`src/rtl/bcd_display_scanner_if.sv`:
```
// Value producer to display scanner handshake.
// Producer drives valid/data, scanner returns ready.
interface bcd_display_scanner_if;
  logic       in_valid;
  logic [7:0] in_data;
  logic       in_ready;

  modport master (
    output in_valid,
    output in_data,
    input  in_ready
  );

  modport slave (
    input  in_valid,
    input  in_data,
    output in_ready
  );
endinterface

```
`src/rtl/bcd_display_scanner.sv`:
```
// Binary to BCD converter (double-dabble, one bit per clock)
// feeding a multiplexed 3-digit seven-segment scanner.
module bcd_display_scanner #(
  parameter int REFRESH_DIV    = 50000,
  parameter bit BLANK_LEADING  = 1'b1,
  parameter bit SEL_ACTIVE_LOW = 1'b1
) (
  input  logic                 clk,
  input  logic                 rst,
  bcd_display_scanner_if.slave s_in,
  output logic                 busy,
  output logic [11:0]          bcd_out,
  output logic                 bcd_valid,
  output logic [3:0]           digit_bcd,
  output logic [2:0]           digit_sel,
  output logic                 digit_blank
);

  localparam int CW =
    (REFRESH_DIV > 1) ? $clog2(REFRESH_DIV) : 1;
  localparam logic [CW-1:0] LAST = CW'(REFRESH_DIV - 1);

  typedef enum logic [1:0] {
    S_IDLE,
    S_CONVERT,
    S_LOAD
  } state_t;

  state_t         r_state;
  state_t         w_next;
  logic [7:0]     r_shift;
  logic [11:0]    r_acc;
  logic [3:0]     r_bitcnt;
  logic [11:0]    r_bcd;
  logic           r_bcd_valid;
  logic [CW-1:0]  r_refresh;
  logic [1:0]     r_idx;

  logic           w_ready;
  logic           w_fire;
  logic [11:0]    w_adj;
  logic [3:0]     w_digit;
  logic           w_blank;
  logic [2:0]     w_onehot;

  assign w_ready       = (r_state == S_IDLE) && !rst;
  assign w_fire        = s_in.in_valid && w_ready;
  assign s_in.in_ready = w_ready;
  assign busy          = (r_state != S_IDLE);
  assign bcd_out       = r_bcd;
  assign bcd_valid     = r_bcd_valid;

  // State register
  always_ff @(posedge clk) begin
    if (rst) r_state <= S_IDLE;
    else     r_state <= w_next;
  end

  // Next-state: accept, eight shift steps, then publish
  always_comb begin
    w_next = r_state;
    case (r_state)
      S_IDLE:    if (w_fire) w_next = S_CONVERT;
      S_CONVERT: if (r_bitcnt == 4'd7) w_next = S_LOAD;
      S_LOAD:    w_next = S_IDLE;
      default:   w_next = S_IDLE;
    endcase
  end

  // Per-nibble add-3 correction, no carry across nibbles
  always_comb begin
    w_adj = r_acc;
    for (int i = 0; i < 3; i++) begin
      if (r_acc[i*4 +: 4] >= 4'd5)
        w_adj[i*4 +: 4] = r_acc[i*4 +: 4] + 4'd3;
    end
  end

  // Conversion datapath and result register
  always_ff @(posedge clk) begin
    if (rst) begin
      r_shift     <= '0;
      r_acc       <= '0;
      r_bitcnt    <= '0;
      r_bcd       <= '0;
      r_bcd_valid <= 1'b0;
    end else begin
      r_bcd_valid <= 1'b0;
      case (r_state)
        S_IDLE: begin
          if (w_fire) begin
            r_shift  <= s_in.in_data;
            r_acc    <= '0;
            r_bitcnt <= '0;
          end
        end
        S_CONVERT: begin
          r_acc    <= {w_adj[10:0], r_shift[7]};
          r_shift  <= {r_shift[6:0], 1'b0};
          r_bitcnt <= r_bitcnt + 4'd1;
        end
        S_LOAD: begin
          r_bcd       <= r_acc;
          r_bcd_valid <= 1'b1;
        end
        default: ;
      endcase
    end
  end

  // Free-running refresh divider and digit index
  always_ff @(posedge clk) begin
    if (rst) begin
      r_refresh <= '0;
      r_idx     <= 2'd0;
    end else if (r_refresh == LAST) begin
      r_refresh <= '0;
      r_idx     <= (r_idx == 2'd2) ? 2'd0 : r_idx + 2'd1;
    end else begin
      r_refresh <= r_refresh + 1'b1;
    end
  end

  // Digit mux, leading-zero blanking and enable polarity
  always_comb begin
    w_digit = r_bcd[3:0];
    unique case (1'b1)
      (r_idx == 2'd1): w_digit = r_bcd[7:4];
      (r_idx == 2'd2): w_digit = r_bcd[11:8];
      default:         w_digit = r_bcd[3:0];
    endcase
    w_blank = BLANK_LEADING &&
      (((r_idx == 2'd2) && (r_bcd[11:8] == 4'd0)) ||
       ((r_idx == 2'd1) && (r_bcd[11:4] == 8'd0)));
    w_onehot = (rst || w_blank) ? 3'b000 : (3'b001 << r_idx);
    digit_bcd   = w_digit;
    digit_blank = w_blank;
    digit_sel   = SEL_ACTIVE_LOW ? ~w_onehot : w_onehot;
  end

endmodule
```
`src/flat_wrapper.sv`:
```
// flat-port wrapper written by rule: the top's interface ports become plain ports
module bcd_display_scanner_flat 
#(
  parameter int REFRESH_DIV    = 50000,
  parameter bit BLANK_LEADING  = 1'b1,
  parameter bit SEL_ACTIVE_LOW = 1'b1
)
  (clk, rst, busy, bcd_out, bcd_valid, digit_bcd, digit_sel, digit_blank, s_in_in_valid, s_in_in_data, s_in_in_ready);
  bcd_display_scanner_if s_in_i ();
  input  logic clk;
  input  logic rst;
  output logic busy;
  output logic [11:0] bcd_out;
  output logic bcd_valid;
  output logic [3:0] digit_bcd;
  output logic [2:0] digit_sel;
  output logic digit_blank;
  input wire logic [$bits(s_in_i.in_valid)-1:0] s_in_in_valid;
  input wire logic [$bits(s_in_i.in_data)-1:0] s_in_in_data;
  output wire logic [$bits(s_in_i.in_ready)-1:0] s_in_in_ready;
  assign s_in_i.in_valid = s_in_in_valid;
  assign s_in_i.in_data = s_in_in_data;
  assign s_in_in_ready = s_in_i.in_ready;
  bcd_display_scanner #(.REFRESH_DIV(REFRESH_DIV), .BLANK_LEADING(BLANK_LEADING), .SEL_ACTIVE_LOW(SEL_ACTIVE_LOW)) u_core (.clk(clk), .rst(rst), .s_in(s_in_i), .busy(busy), .bcd_out(bcd_out), .bcd_valid(bcd_valid), .digit_bcd(digit_bcd), .digit_sel(digit_sel), .digit_blank(digit_blank));
endmodule
```
`config.mk`:
```
export PLATFORM = sky130hd
export DESIGN_NAME = bcd_display_scanner_flat
export DESIGN_NICKNAME = d
export VERILOG_FILES = /design/src/rtl/bcd_display_scanner_if.sv /design/src/rtl/bcd_display_scanner.sv /design/src/flat_wrapper.sv
export SDC_FILE = /design/constraint.sdc
export NUM_CORES = 1
export LEC_CHECK = 0
export ABC_CLOCK_PERIOD_IN_PS = 2100
export CAP_MARGIN = 20
export CORE_ASPECT_RATIO = 1.1
export CORE_MARGIN = 2
export CORE_UTILIZATION = 55
export DETAILED_ROUTE_END_ITERATION = 8
export PLACE_DENSITY = 0.79
export SYNTH_ARGS = -nofsm -noshare
export SYNTH_HDL_FRONTEND = slang
export SYNTH_SLANG_ARGS = --single-unit
```
`constraint.sdc`:
```
create_clock -name clk -period 2.1 [get_ports clk]
set_clock_uncertainty 0.05 [all_clocks]
set_input_delay 0.525 -clock clk [delete_from_list [all_inputs] [get_ports clk]]
set_output_delay 0.525 -clock clk [all_outputs]
set_load 0.02 [all_outputs]
```
* After elaboration in Yosys (flattened, before gate mapping) *
Index checks and enable logic that the tools add are counted.

operators by class
  $add $sub $neg = 6
  order comparisons = 3
  equal/unequal tests = 8
  shifts and indexed selects = 1
  multiplexer cells = 16
  bitwise gates (word level) = 1
  reduce and logical (&&, ||, !) cells = 15

operator list
  operator               number
  $pmux 12 s2            1
  $add 16x1->16 const B  1
  $eq 16x16->1 const B   1
  $pmux 4 s2             2
  $pmux 8 s2             1
  $ge 4x3->1 const B     3
  $mux 12                1
  $mux 4                 3
  $add 4x2->4 const B    2
  $logic_not 8->1        1
  $mux 8                 1
  $mux 2                 3
  $mux 3                 2
  $add 4x1->4 const B    1
  $eq 2x1->1 const B     2
  $eq 2x2->1 const B     2
  $eq 4x3->1 const B     1
  $logic_and 1x1->1      4
  $logic_not 4->1        1
  $ne 2x1->1 const B     2
  $pmux 2 s2             1
  $reduce_and 2->1       2
  $reduce_bool 2->1      2
  $add 3x2->3 const B    1
  8 further kinds        9

word-level totals
  register bits after elaboration = 57
  bits of input ports = 11
  output and inout bits = 23

* Logic depth before layout (Yosys ltp) *
Gate-level depths: netlist of run 1.

  depth after elaboration = 6
  mapped depth = 6

* Worst setup path after synthesis of run 1 *
No wires, ideal clock.

  path kind = register to output
  start = register u_core.r_idx[0]
  end = output digit_bcd[0]
  arrival time = 1.286 ns
  data required time = 1.525 ns
  slack = 0.239 ns
  cell stages (with the launch flop) = 6
  buffers on the path = 1
  cells stage by stage = dfxtp_1 inv_1 ha_1 clkbuf_1 nor2_1 a21oi_1

on the way
  longest elaborated chain between the ends = 2
  elaborated cells between the ends (all ways) = 3
  those cells by class = eq/ne: 2; mux: 1

ends and longest elaborated chain
  element                                          RTL line                                                RTL
  start, declared                                  bcd_display_scanner.sv:37                               logic [1:0] r_idx;
  start signal, assigned                           bcd_display_scanner.sv:118                              r_idx <= (r_idx == 2'd2) ? 2'd0 : r_idx + 2'd1;
  $eq 2x2->1 / $eq 2x1->1 (equally long branches)  bcd_display_scanner.sv:129, bcd_display_scanner.sv:128
  $pmux 4 s2 (*)                                   bcd_display_scanner.sv:127                              unique case (1'b1)
  end, declared                                    flat_wrapper.sv:15                                      output logic [3:0] digit_bcd;

Mark *: on every way between the ends. The rest lies on a longest branch, timed or not.

* Worst setup path after layout of run 1 *
  start = register u_core.r_idx[1]
  end = output digit_bcd[1]

The elaborated chain is that of the path after synthesis.

==> metrics, run 1 <==
Setup crit end kind=output port; most common cell after layout, fill and taps aside=sky130_fd_sc_hd__dfxtp_1; maximum achievable frequency=479.3 MHz; number of CTS-inserted buffers=9; clk sinks=between 50 and 60; number of unique standard cell types used by synthesis=between 40 and 50; first-pass detailed-route iteration total=4; Die Footprint=about 5500 um^2; clock tree from TritonCTS=done; time the worst path needs with I/O delays and setup=between 2 and 2.5 ns; Worst IR Drop VDD=0.5439 mV; launch instance of the worst register-to-register path=u_core.r_refresh[0]; worst path cell trace=inv_4 -> ha_4 -> buf_6 -> a22oi_2 -> a21oi_1 -> buf_4; via count of the first global-routing pass=~2200; CP Max Fanout=6; initial antenna violation count=0; pin count of the biggest net entering global routing=16; cell type contributing the most total cell area after synthesis=sky130_fd_sc_hd__dfxtp_1; Port Buffers=33; iteration-0 DRC count of the detailed router=a little over 100; Mapped Cells=roughly 310; P per Cell Area=690.0 nW/um^2; standard cell with the maximum stage delay on the critical path=sky130_fd_sc_hd__dfxtp_4; total gr overflow=0; overall via count from detail_route=2343; total nets after synthesis=approximately 340; worst-case register-to-register setup slack=between 0.4 and 0.5 ns; FF-to-FF End=u_core.r_refresh[6]; wire length of the first global-routing pass=10100 um; H-tree level count=3; Hold/Removal Path Class=flop to flop; synthesis-stage register bit count=57; Max stage delay on crit path=approximately 0.39 ns; standard-cell rows=26; I/O Pins=34; net count reported at finish=396; unrepaired setup endpoints after global routing=true; Clk Tree Root Cell=sky130_fd_sc_hd__clkbuf_8; hold-critical path endpoint=u_core.r_refresh[0]; Avg WL per Cell=around 14 um; Area Overhead vs Synth=32.31%; final hold violation count=0; number of antenna repair diodes=0; Setup Crit Path Kind=flop to output port; worst max-slew margin expressed relative to the limit=0.6332; final wirelength=6177 um; count of synthesis-stage warnings from yosys=0; Total Routing Usage GR=0.2347; register area share after synthesis=0.4234; sort of element at the start of the critical path=flop; average size of a mapped cell=~8.6 um^2; Synth Cell Area=around 2700 um^2; power consumption=between 2 and 2.5 mW; Synth Flop Type=sky130_fd_sc_hd__dfxtp_1; final max-slew violation count=0; number of buffers between clock root and the deepest sink=2; CP top delay family=flip-flops; Post-DRT Antenna Nets=0; Initial Util=0.5753; placer's final routability congestion estimate=between 0.8 and 0.9; depth of the most critical reg-to-reg path=6; area share of the largest cell type after synthesis=0.4234; WP data arrival=between 1.5 and 2 ns; post-detailed-route via-to-cell ratio=5.399; outcome=finished, final reports clean; biggest area contributors in the synthesized netlist=sky130_fd_sc_hd__dfxtp_1 (42%), sky130_fd_sc_hd__nand2_1 (6.3%), sky130_fd_sc_hd__nor2_1 (6.1%), sky130_fd_sc_hd__ha_1 (5.6%), sky130_fd_sc_hd__xnor2_1 (4.9%); setup violators final=0; remaining routing DRC violations=0; count of buffer and inverter cells on the critical path=3; Least-Margin Pin Slew=between 0.5 and 0.6 ns; leak pwr=~1.4 nW; worst hold path cell count=1; die extent in x=a little over 70 um; Detail Placement HPWL=approximately 4100 um; CORE AREA=4684 um^2; clock latency at the later pin of the worst-skew pair=roughly 0.34 ns; Period Utilization, post-route=0.9934; Die H=77.42 um; max-cap violation count=0; origin of the worst min-delay path=u_core.r_refresh[0]; fraction of layout cells with a size suffix above 1=0.2063; clock transition at the registers of the reported paths=approximately 0.07 ns; top library cells by usage in the layout, fill and taps aside=sky130_fd_sc_hd__dfxtp_1 (55), sky130_fd_sc_hd__nand2_1 (45), sky130_fd_sc_hd__nor2_1 (44), sky130_fd_sc_hd__buf_4 (30); Post-synth EDFFs=0; cts-stage hold buffer count=0; smallest hold slack=0.4274 ns; share of flip-flops with an asynchronous set or reset after synthesis=0; worst path required time=~1.5 ns
==> worst register-to-register path, stage by stage, from the launching register on <==
cell and delay (ns):
sky130_fd_sc_hd__dfxtp_1 0.39, sky130_fd_sc_hd__ha_1 0.22, sky130_fd_sc_hd__and3_1 0.23, sky130_fd_sc_hd__nand4_1 0.27, sky130_fd_sc_hd__nand2b_2 0.19, sky130_fd_sc_hd__buf_12 0.14, sky130_fd_sc_hd__nor2_1 0.05
==> synthesized netlist by cell type, types with 2 or more instances <==
| library cell | instances |
|---|---|
| sky130_fd_sc_hd__nand3_1 | 9 |
| sky130_fd_sc_hd__a22oi_1 | 6 |
| sky130_fd_sc_hd__o21bai_1 | 2 |
| sky130_fd_sc_hd__xor2_1 | 4 |
| sky130_fd_sc_hd__nor3_1 | 8 |
| sky130_fd_sc_hd__ha_1 | 12 |
| sky130_fd_sc_hd__xnor2_1 | 15 |
| sky130_fd_sc_hd__and4b_1 | 2 |
| sky130_fd_sc_hd__nor4bb_1 | 2 |
| sky130_fd_sc_hd__nor2_1 | 44 |
| sky130_fd_sc_hd__inv_1 | 13 |
| sky130_fd_sc_hd__o32a_1 | 2 |
| sky130_fd_sc_hd__buf_2 | 2 |
| sky130_fd_sc_hd__buf_6 | 3 |
| sky130_fd_sc_hd__o21ai_0 | 6 |
| sky130_fd_sc_hd__nor4_1 | 6 |
| sky130_fd_sc_hd__a21oi_1 | 26 |
| sky130_fd_sc_hd__mux2i_1 | 5 |
| sky130_fd_sc_hd__clkbuf_1 | 4 |
| sky130_fd_sc_hd__nor2b_1 | 2 |
| sky130_fd_sc_hd__buf_4 | 3 |
| sky130_fd_sc_hd__nand2_1 | 45 |
| sky130_fd_sc_hd__nand4_1 | 2 |
| sky130_fd_sc_hd__nand2b_1 | 4 |
| sky130_fd_sc_hd__dfxtp_1 | 57 |
| sky130_fd_sc_hd__a311oi_1 | 7 |
| sky130_fd_sc_hd__a22o_1 | 6 |
==> timing repair <==
item	in CTS	in global routing
endpoints found under the setup margin	9	8
buffers inserted	0	1
resized for setup	54	17
pin swaps	3	5
hold endpoints to repair	0	0
==> registers in the layout, summed over array words and instances (netlist names) <==
name,cells
u_core.bcd_valid,1
u_core.r_bitcnt,4
u_core.r_state,2
u_core.bcd_out,12
u_core.r_refresh,16
u_core.r_idx,2
u_core.r_shift,8
u_core.r_acc,12
==> routing by layer <==
metal  vias to the layer above  part of all wire  wire, um  global-route usage
met4                         0             0.017       108              0.1019
met5                         -                 0         0                   0
met3                         9             0.031       192             0.07273
met1                      1093              0.46      2835              0.2960
met2                        42              0.49      3041              0.3692
li1                       1199                 -         -                   -
==> report_power, final <==
group          switching [mW]  internal, mW  total (mW)  leakage (nW)
clock                   0.442         0.728        1.17         0.115
sequential             0.0174          1.10        1.12         0.464
combinational          0.0887        0.0821       0.171         0.803
total                   0.549          1.91        2.46          1.38
==> worst max path at each step <==
| stage | slack [ns] | from | depth (start not counted) | to |
|---|---|---|---|---|
| after global placement | -0.33 | rst | 4 | s_in_in_ready |
| after detailed placement | -0.34 | rst | 4 | s_in_in_ready |
| final | 0.01 | u_core.r_idx[1] | 6 | digit_bcd[1] |
| after floorplan | 0.24 | u_core.r_idx[0] | 5 | digit_bcd[0] |
| after CTS | 0.003 | u_core.r_state[0] | 2 | busy |
| after global routing | -0.06 | u_core.r_idx[1] | 6 | digit_sel[2] |
==> cells by family after synthesis <==
group / count (synthesis) / synth area share
fa+ha+maj: 12 / 0.05571
mux: 5 / 0.01857
simple gates: 135 / 0.2470
flops: 57 / 0.4234
compound gates: 59 / 0.1439
xor+xnor: 19 / 0.06175
buf+inv: 26 / 0.04967
==> area by class of cell <==
type                    instances  area (um^2)
clock buffers                  11        151.4
clock inverters                 5        77.57
fillers                       341         1119
inverters                      13        53.80
multi-input cells             230         1501
flip-flops and latches         57         1149
well taps                      56        70.07
repair buffers                 62        563.0
==> through the flow <==
stage	instance area [um^2]	worst slack [ns]	std cells	TNS, ns	util
after floorplan	2695	0.2394	313	0	-
after detailed placement	3246	-0.3356	417	-4.118	0.6928
final	3566	0.01383	434	0	0.7612
after CTS	3485	0.002979	433	0	0.7439
after global placement	3246	-0.3282	417	-3.120	0.6928
after global routing	3566	-0.05819	434	-0.2212	0.7612
No activity file was read; power rests on OpenSTA's default activity.
==> run 2: changes to the inputs <==
--- a/config.mk
+++ b/config.mk
@@ -11,7 +11,7 @@
 export CORE_MARGIN = 2
 export CORE_UTILIZATION = 55
 export DETAILED_ROUTE_END_ITERATION = 8
-export PLACE_DENSITY = 0.79
+export PLACE_DENSITY = 0.84
 export SYNTH_ARGS = -nofsm -noshare
 export SYNTH_HDL_FRONTEND = slang
 export SYNTH_SLANG_ARGS = --single-unit
==> run 2 against run 1 <==
Against the previous run: the run now ends with setup timing left; sequential power about the same; clock-buffer cell count up 4; clock power is 16% lower; hold slack got worse by 0.0020 ns.
==> metrics, run 2 (synthesized netlist as in run 1, its figures left out) <==
CP Max Fanout=2; post-detailed-route via-to-cell ratio=roughly 5.6; Port Buffers=33; Least-Margin Pin Slew=0.4583 ns; remaining routing DRC violations=0; area occupied by multi-input gates=between 1500 and 2000 um^2; number of CTS-inserted buffers=9; violations in the final reports=setup timing; pin count of the biggest net entering global routing=17; top register by number of flip-flops=u_core.r_refresh; final hold violation count=0; P per Cell Area=about 640 nW/um^2; Max stage delay on crit path=between 0.3 and 0.4 ns; worst max-slew margin expressed relative to the limit=0.6937; H-tree level count=3; via count of the first global-routing pass=2291; initial antenna violation count=0; max-cap violation count=0; fraction of layout cells with a size suffix above 1=0.2084; unrepaired setup endpoints after global routing=true; Post-DRT Antenna Nets=0; worst slack after detailed placement=-0.3480 ns; most common cell after layout, fill and taps aside=sky130_fd_sc_hd__dfxtp_1; CORE AREA=4684 um^2; post-route cell area=about 3500 um^2; leak pwr=roughly 1.4 nW; launch instance of the worst register-to-register path=u_core.r_refresh[8]; maximum achievable frequency=~450 MHz; cell area reported after detailed placement=roughly 3200 um^2; clock tree from TritonCTS=done; Filler cells=312; Worst IR Drop VDD=slightly below 0.6 mV; I/O Pins=34; Detail Placement HPWL=~4300 um; outcome=complete, but fails checks; final wirelength=6732 um; smallest hold slack=between 0.4 and 0.5 ns; standard cell with the maximum stage delay on the critical path=sky130_fd_sc_hd__nor4_2; setup total negative slack=-0.4107 ns; cts-stage hold buffer count=0; number of buffers between clock root and the deepest sink=2; Avg WL per Cell=around 15 um; top library cells by usage in the layout, fill and taps aside=sky130_fd_sc_hd__dfxtp_1 (55), sky130_fd_sc_hd__nand2_1 (45), sky130_fd_sc_hd__nor2_1 (41), sky130_fd_sc_hd__buf_4 (31), sky130_fd_sc_hd__a21oi_1 (24); wire length of the first global-routing pass=between 10000 and 15000 um; origin of the worst min-delay path=u_core.r_acc[11]; Die H=~77 um; overall via count from detail_route=2427; Critical path origin=u_core.bcd_out[7]; net count reported at finish=roughly 400; placer's final routability congestion estimate=roughly 0.86; sequential standard cell area=1149 um^2; Die Footprint=~5500 um^2; standard-cell rows=26; WP data arrival=~1.6 ns; setup violators final=6; time the worst path needs with I/O delays and setup=between 2 and 2.5 ns; clock transition at the registers of the reported paths=about 0.070 ns; clk sinks=57; Period Utilization, post-route=1.055; worst path cell trace=nor4_2 -> a21o_1 -> and2_1 -> buf_4; clock latency at the later pin of the worst-skew pair=0.33 ns; final max-slew violation count=0; Initial Util=0.5753; number of antenna repair diodes=0; Setup Crit Path Kind=flop to output port; first-pass detailed-route iteration total=4; setup ws final=-0.1147 ns; iteration-0 DRC count of the detailed router=~190; worst path required time=about 1.5 ns; sort of element at the start of the critical path=flop; number of flip-flops in the largest register=16; total gr overflow=0; Setup crit end kind=output port; Area Overhead vs Synth=31.34%; die extent in x=a little over 70 um; Clk Tree Root Cell=sky130_fd_sc_hd__clkbuf_8; Hold/Removal Path Class=flop to flop; power consumption=between 2 and 2.5 mW; Total Routing Usage GR=0.2505
-- run 2: cell types whose count changed in the layout (fill, tap and decap cells not counted), sizes merged --
| cell | before | now |
|---|---|---|
| clkbuf | 11 | 15 |
| bufinv | 2 | 0 |
| clkinv | 2 | 0 |
| buf | 38 | 39 |
| clkdlybuf4s50 | 23 | 22 |
| dlygate4sd2 | 0 | 1 |
-- run 2: metrics by stage --
step	utilization	instances
floorplan	-	313
global placement	0.6859	416
detailed placement	0.6859	416
CTS	0.7374	434
global route	0.7556	435
finish	0.7556	435
-- run 2: worst max-delay path: cells and delay by family (launching register included) --
kind / cells / cell delay, ns
buf+inv: 1 / 0.16
flops: 1 / 0.33
simple gates: 2 / 0.56
compound gates: 1 / 0.25
-- run 2: metal layers --
layer | GRT usage | wire [um] | vias up
met5 | 0 | 0 | -
met4 | 0.1113 | 119 | 0
met3 | 0.07143 | 271 | 15
met2 | 0.4308 | 3477 | 64
met1 | 0.2863 | 2864 | 1148
li1 | - | - | 1200
-- run 2: worst paths after layout --
path	slack, ns	end	cells past startpoint
max	-0.11	digit_blank	4
min	0.43	u_core.bcd_out[11]	2
max reg2reg	0.30	u_core.r_refresh[6]	4
min reg2reg	0.43	u_core.bcd_out[11]	2
-- run 2: report_power, final --
part,switching (mW),leakage [nW],internal [mW]
combinational,0.0887,0.809,0.0746
clock,0.424,0.0960,0.559
sequential,0.0175,0.464,1.10
-- run 2: area by class of cell --
cell class,instances,share of cell area
inverter,13,0.01520
sequential,57,0.3245
multi-input combinational,230,0.4281
tap,56,0.01980
clock inverter,1,0.002121
clock buffer,15,0.05267
timing repair buffer,63,0.1577
-- run 2: repair_timing --
action	CTS	global route
setup buffers	2	1
resized for setup	59	21
setup endpoints to repair	10	15
pin swaps	6	5
